--- src/rtl/booth_mul_scheduler.sv ---
// Round-robin scheduler sharing one radix-2 Booth multiplier between two ports.
// Sequences LOAD/RUN/WAIT per operation and returns the product to the owner.
module booth_mul_scheduler #(
  parameter int WIDTH    = 8,
  parameter int N_CYCLES = WIDTH,
  parameter int TIMEOUT  = 4,
  parameter int CNT_W    = 4
) (
  input  logic               clk,
  input  logic               rst,
  input  logic               req0,
  input  logic               req1,
  input  logic [WIDTH-1:0]   a0,
  input  logic [WIDTH-1:0]   b0,
  input  logic [WIDTH-1:0]   a1,
  input  logic [WIDTH-1:0]   b1,
  output logic               ack0,
  output logic               ack1,
  output logic               res_valid0,
  output logic               res_valid1,
  output logic [2*WIDTH-1:0] result0,
  output logic [2*WIDTH-1:0] result1,
  output logic               err,
  output logic               busy,
  output logic               mul_start,
  output logic               mul_enable,
  output logic [WIDTH-1:0]   mul_a,
  output logic [WIDTH-1:0]   mul_b,
  input  logic               mul_done,
  input  logic [2*WIDTH-1:0] mul_product
);

  typedef enum logic [2:0] {
    S_IDLE,
    S_LOAD,
    S_RUN,
    S_WAIT,
    S_RESP
  } state_t;

  localparam logic [CNT_W-1:0] RUN_LAST = CNT_W'(N_CYCLES - 1);
  localparam logic [CNT_W-1:0] TO_LAST  = CNT_W'(TIMEOUT - 1);

  state_t             state_q, state_d;
  logic [CNT_W-1:0]   cnt_q, cnt_d;
  logic               owner_q, owner_d;
  logic               last_q, last_d;
  logic               err_q, err_d;
  logic [WIDTH-1:0]   mul_a_q, mul_a_d;
  logic [WIDTH-1:0]   mul_b_q, mul_b_d;
  logic [2*WIDTH-1:0] res0_q, res0_d;
  logic [2*WIDTH-1:0] res1_q, res1_d;

  always_comb begin
    state_d = state_q;
    cnt_d   = cnt_q;
    owner_d = owner_q;
    last_d  = last_q;
    err_d   = 1'b0;
    mul_a_d = mul_a_q;
    mul_b_d = mul_b_q;
    res0_d  = res0_q;
    res1_d  = res1_q;
    unique case (state_q)
      S_IDLE: begin
        if (req0 || req1) begin
          // On contention the port that was not served last wins
          owner_d = (req0 && req1) ? ~last_q : req1;
          last_d  = owner_d;
          mul_a_d = owner_d ? a1 : a0;
          mul_b_d = owner_d ? b1 : b0;
          state_d = S_LOAD;
        end
      end
      S_LOAD: begin
        cnt_d   = '0;
        state_d = S_RUN;
      end
      S_RUN: begin
        if (cnt_q == RUN_LAST) begin
          cnt_d   = '0;
          state_d = S_WAIT;
        end else begin
          cnt_d = cnt_q + 1'b1;
        end
      end
      S_WAIT: begin
        if (mul_done) begin
          if (owner_q) res1_d = mul_product;
          else         res0_d = mul_product;
          state_d = S_RESP;
        end else if (cnt_q == TO_LAST) begin
          err_d   = 1'b1;
          state_d = S_IDLE;
        end else begin
          cnt_d = cnt_q + 1'b1;
        end
      end
      S_RESP: state_d = S_IDLE;
      default: state_d = S_IDLE;
    endcase
  end

  always_ff @(posedge clk) begin
    if (!rst) begin
      state_q <= S_IDLE;
      cnt_q   <= '0;
      owner_q <= 1'b0;
      last_q  <= 1'b1;
      err_q   <= 1'b0;
      mul_a_q <= '0;
      mul_b_q <= '0;
      res0_q  <= '0;
      res1_q  <= '0;
    end else begin
      state_q <= state_d;
      cnt_q   <= cnt_d;
      owner_q <= owner_d;
      last_q  <= last_d;
      err_q   <= err_d;
      mul_a_q <= mul_a_d;
      mul_b_q <= mul_b_d;
      res0_q  <= res0_d;
      res1_q  <= res1_d;
    end
  end

  assign mul_start  = (state_q == S_LOAD);
  assign mul_enable = (state_q == S_RUN);
  assign ack0       = mul_start && !owner_q;
  assign ack1       = mul_start && owner_q;
  assign res_valid0 = (state_q == S_RESP) && !owner_q;
  assign res_valid1 = (state_q == S_RESP) && owner_q;
  assign busy       = (state_q != S_IDLE);
  assign err        = err_q;
  assign mul_a      = mul_a_q;
  assign mul_b      = mul_b_q;
  assign result0    = res0_q;
  assign result1    = res1_q;

endmodule
--- config.mk ---
export PLATFORM = sky130hd
export DESIGN_NAME = booth_mul_scheduler
export DESIGN_NICKNAME = d
export VERILOG_FILES = /design/src/rtl/booth_mul_scheduler.sv
export SDC_FILE = /design/constraint.sdc
export NUM_CORES = 1
export LEC_CHECK = 0
export ABC_AREA = 0
export CORE_MARGIN = 1
export CORE_UTILIZATION = 41
export CTS_BUF_LIST = sky130_fd_sc_hd__clkbuf_16
export CTS_CLUSTER_DIAMETER = 120
export DETAILED_ROUTE_END_ITERATION = 8
export HOLD_SLACK_MARGIN = 0.08
export PLACE_DENSITY = 0.79
export SLEW_MARGIN = 20
export SYNTH_ARGS = -nofsm -noshare
export SYNTH_HDL_FRONTEND = slang
export SYNTH_SLANG_ARGS = --single-unit
--- constraint.sdc ---
create_clock -name clk -period 1.9 [get_ports clk]
set_input_delay 0.57 -clock clk [delete_from_list [all_inputs] [get_ports clk]]
set_output_delay 0.57 -clock clk [all_outputs]
set_load 0.005 [all_outputs]
Word-level counts from Yosys, hierarchy flattened
Index checks and enable logic that the tools add are counted.
{"block": "totals", "inputBits": 53, "output_inout_bits": 56, "reg_bits": 58}
{"block": "op_classes", "reduce_logical": 16, "mux": 13, "n_addsub": 1, "n_eq_ne": 11, "bitwise_logic": 4}
{"cell": "2-to-1 mux 8 bit", "n": 2}
{"cell": "2-to-1 mux 3 bit", "n": 4}
{"cell": "2-to-1 mux 4 bit", "n": 3}
{"cell": "one-hot mux 3 bit (4 select lines)", "n": 1}
{"cell": "one-hot mux 4 bit (3 select lines)", "n": 1}
{"cell": "AND reduction 3 bit", "n": 4}
{"cell": "equality test 3 x 2 -> 1 bit (second input constant)", "n": 2}
{"cell": "!= test 2 bit (second input constant)", "n": 3}
{"cell": "nonzero test 3 bit", "n": 2}
{"cell": "logical AND 1 bit", "n": 5}
{"cell": "adder 4 x 1 -> 4 bit (second input constant)", "n": 1}
{"cell": "equality test 4 x 2 -> 1 bit (second input constant)", "n": 1}
{"cell": "equality test 4 x 3 -> 1 bit (second input constant)", "n": 1}
{"cell": "inverter 1 bit", "n": 4}
{"cell": "equality test 3 x 1 -> 1 bit (second input constant)", "n": 1}
{"cell": "equality test 3 bit (second input constant)", "n": 1}
{"cell": "logical NOT 3 bit", "n": 1}
{"cell": "!= test 3 bit (second input constant)", "n": 1}
{"cell": "OR reduction 3 bit", "n": 1}
{"cell": "2-to-1 mux 1 bit", "n": 2}
{"cell": "!= test 2 x 1 -> 1 bit (second input constant)", "n": 1}
{"cell": "AND reduction 2 bit", "n": 1}
{"cell": "logical NOT 1 bit", "n": 1}
{"cell": "logical OR 1 bit", "n": 1}

Logic depth before layout (Yosys ltp)
{"block": "depth", "word_depth": 4, "depth_mapped": 7, "mapped_depth_nobuf": 5}

Worst setup path after synthesis
OpenSTA, ideal clock, no wires.
{"block": "synth_timing", "kind": "in2reg", "start": "input port mul_done", "end": "register res0_q[10], in the netlist result0[10]", "required_ps": 1768, "setup_slack_ps": 395, "setup_ps": 132, "path_stages": 6, "t_arrival_ps": 1372, "path_cell_list": "nand2_2 -> or3_1 -> buf_6 -> buf_6 -> nand2_1 -> a21oi_1"}
{"block": "synth_between", "elab_chain_cells": 1}
{"item": "from (decl)", "line_no": "29", "rtl": "input logic mul_done,"}
{"item": "AND reduction 3 bit (no source line)"}
{"item": "to (signal assigned)", "line_no": "123", "rtl": "res0_q <= res0_d;"}
{"item": "to (decl)", "line_no": "51", "rtl": "logic [2*WIDTH-1:0] res0_q, res0_d;"}
Every way passes these cells.
A chain may end at the register's enable or synchronous reset.

Worst setup path in the final report
{"block": "layout_timing", "start": "register state_q[0]", "end": "output port ack1"}
{"block": "layout_between", "elab_chain_cells": 2}
{"item": "from (decl)", "line_no": "44", "rtl": "state_t state_q, state_d;"}
{"item": "from (signal assigned)", "line_no": "116", "rtl": "state_q <= state_d;"}
{"item": "equality test 3 x 1 -> 1 bit", "line_no": "128", "rtl": "assign mul_start = (state_q == S_LOAD);"}
{"item": "logical AND 1 bit", "line_no": "131", "rtl": "assign ack1 = mul_start && owner_q;"}
{"item": "to (decl)", "line_no": "18", "rtl": "output logic ack1,"}
Every way passes these cells.

==> metrics list <==
- The run finished with clean final reports.
- Buffer levels on the longest clock path: 2
* Fraction of registers with async set or reset after synthesis: 0
- During placement, the flow inserted port buffers numbering 108.
* Post-route DRC: 0
* Family with the most delay on the worst path: flip-flops
- Cell at the root of the clock tree: clkbuf_16
* VDD IR max: 0.538 mV
- The share of total power dissipated in sequential elements is 0.360.
- NetSw: 0.914 mW
- Number of synthesized register bits: 58
- Detailed placement finished with a half-perimeter wire length of 4.54 mm.
- Effective utilization at floorplan: 0.435
- At the end of routability-driven placement, the weighted congestion stood at 0.817.
- Die boundary height: 79.1 um
- Largest fanout on the critical path: 4
- The final layout contains routed wiring with a total length of 6.30 mm.
- In this run the tightest slew margin relative to its limit is 0.767.
- Dividing the detail-routed wire length by the instance count gives 13.3 um.
* Count of maximum capacitance violations: 0
* Element type at the critical path start: register
* Class of the tightest hold or removal check: register to register
* Wire length of the first global-routing pass: 10.3 mm
* Kind of end point of the critical path: primary output
- Rows: 27
- The die covers 0.00626 mm2.
- The die is 79.1 um wide.
* Count of flip-flops with a built-in enable after synthesis: 0
- After global routing the overflow that remains totals 0.
- On the critical path, the stage with the largest delay is an instance of dfxtp_4.
- Clock tree synthesis inserted a total of 9 buffers.
* Clock tree from TritonCTS: done
- Subtracting the final worst setup slack from the clock period gives 1.83 ns.
* Area added between synthesis and finish: 65.6%
- Total Neg Setup Slack: 0 ns
- Number of hold violations in the final report: 0
- Clock tree synthesis found a total of 58 sinks.
* Worst Path Required: 1.33 ns
- Sw Share: 0.243
- TritonRoute pass-1 iters: 4
* Worst-path clk slew: 0.05 ns
* Int Pwr: 2.85 mW
- The critical path goes through nor3b_4 -> buf_4 -> and2_1 -> dlymetal6s2s_1.
- Arrival time at the worst endpoint: 1.26 ns
* Critical path class: register to primary output
- Count of hold-fix buffers inserted at cts: 0
- Core Util, Final: 0.720
- The count of nets left with antenna violations once routing finished came out at 0.
* Global routing usage summed across all routing layers: 0.214
- The synthesized netlist occupies a cell area of 0.00244 mm2.
* I/O pin total: 109
* Post-synth net total: 331
- Dpl cell area: 0.00365 mm2
- The number of antenna diodes in the final layout is 0.
* Post-route clock period utilization: 0.963
- At the pin with the least slew margin, the transition time is 0.349 ns.
- The count of pins over their slew limit was 0.
- Avg Inst Size Synth: 8.80 um2
* Fraction of power consumed by the clock network: 0.460
- For this run, the register share of the synthesized area comes to 0.476.
* DR vias/cell: 4.98
- Clk_lat worst skew: 0.32 ns
- Count of distinct cell types in the synthesized netlist: 40
* Endpoints failing setup: 0
* Final design area excluding fillers: 0.00404 mm2
- Number of global-route vias before repair: 2,253
- The number of buffers and inverters on the critical path is 2.
- For this design the ratio of total power to cell area is 933 mW/mm2.
* Antenna violations before repair: 0
- The floorplan step defined a core boundary enclosing 0.00561 mm2.
- FMAX: 0.547 GHz
* Count of routing violations after the opening detailed-route iteration: 130
* Vias: 2,361
- Largest net degree at the start of global routing: 33
- Worst Skew: 0.00457 ns
* Share of layout cells above drive strength 1: 0.139
* Post-layout nets: 451
- For this design the static power due to leakage is 1.55 nW.
- H-tree Lvls: 3
- Synthesis produced 277 cells.
- Proportion of power drawn by combinational gates: 0.180
- Synth warn: 0
- For this run, the leading register cell type out of synthesis is dfxtp_1.
- Largest incremental delay on the critical path: 0.37 ns
==> layout by cell type, fill, tap and decap left out, types with 4 or more instances in the layout <==
cell type / n
clkdlybuf4s50_1: 101
nand2_1: 69
dfxtp_1: 54
a21oi_1: 36
nor2_1: 24
mux2i_1: 16
a211oi_1: 14
buf_4: 14
clkbuf_16: 9
buf_12: 5
dlymetal6s2s_1: 4
==> stage by stage <==
step                      std cells  total power, mW  hold slack [ns]  worst slack [ns]
final                           474             3.77            0.452            0.0709
after CTS                       473             3.80            0.455            -0.194
after floorplan                 277             1.68            0.453             0.395
after detailed placement        455             2.03            0.448           -0.0678
after global routing            474             3.92            0.470           -0.0197
after global placement          455             2.01            0.441           -0.0366
==> synthesized netlist by cell type (2+ instances only) <==
cell | number | area, um2
clkbuf_1 | 5 | 18.8
dfxtp_1 | 58 | 1160
inv_2 | 2 | 7.51
buf_6 | 9 | 101
o21ai_0 | 3 | 15.0
and2_1 | 2 | 12.5
nor2_1 | 25 | 93.8
and3_1 | 2 | 12.5
nor3_4 | 3 | 48.8
a21oi_1 | 36 | 180
a211oi_2 | 2 | 25.0
a211oi_1 | 14 | 105
nand2_1 | 69 | 259
nand2_2 | 2 | 12.5
or3_1 | 2 | 12.5
mux2i_1 | 16 | 160
buf_2 | 3 | 15.0
nor3b_1 | 2 | 15.0
==> worst min-delay path, cell delays in order (launching register included) <==
cell	delay, ns
dfxtp_1	0.30
nand2_1	0.05
a21oi_1	0.05
==> timing repair <==
action / CTS / global route
endpoints found under the setup margin: 7 / 5
setup buffers: 2 / 1
endpoints found under the hold margin: 0 / 0
pin swaps: 1 / 1
gates resized for setup: 11 / 9
==> cells by family (layout without fill, tap and decap cells) <==
logic type / count (synthesis) / count (layout) / synth area share
flip-flops: 58 / 58 / 0.476
XOR/XNOR: 1 / 1 / 0.00359
multiplexers: 17 / 17 / 0.0703
AO/OA/AOI/OAI: 62 / 62 / 0.158
adder cells (fa/ha/maj): 1 / 1 / 0.00513
AND/OR/NAND/NOR: 116 / 116 / 0.222
buffers and inverters: 22 / 147 / 0.0647
==> metal layers <==
layer  up-vias  wire [um]  GRT usage
met3        12        649     0.0943
met4         0        111      0.115
met2       105       3070      0.355
li1       1192          -          -
met5         -          0          0
met1      1052       2470      0.228
==> path summary, 6_finish.rpt <==
path	from	depth (start not counted)	slack, ns	endpoint
setup / recovery	state_q[0]	4	0.07	ack1
hold / removal	result0[5]	2	0.45	result0[5]
setup reg to reg	cnt_q[0]	5	0.27	cnt_q[0]
hold reg to reg	result0[5]	2	0.45	result0[5]
==> registers in the layout, summed over array words and instances (netlist names) <==
signal / cells
owner_q: 1
last_q: 1
mul_a: 8
state_q: 3
result0: 16
err: 1
mul_b: 8
cnt_q: 4
result1: 16
==> layout make-up <==
type / count / area, um2
Inverter: 4 / 15.0
Multi-Input combinational cell: 197 / 1140
Timing Repair Buffer: 127 / 1290
Tap cell: 72 / 90.1
Fill cell: 444 / 1570
Clock inverter: 7 / 103
Clock buffer: 9 / 225
Sequential cell: 58 / 1170
==> power groups by stage <==
stage / logic [mW] / registers [mW] / clock network (mW)
floorplan: 0.316 / 1.37 / 0
global placement: 0.646 / 1.37 / 0
CTS: 0.674 / 1.35 / 1.77
detailed placement: 0.655 / 1.37 / 0
finish: 0.677 / 1.35 / 1.73
global route: 0.736 / 1.37 / 1.82
(Power assumes the default switching activity.)
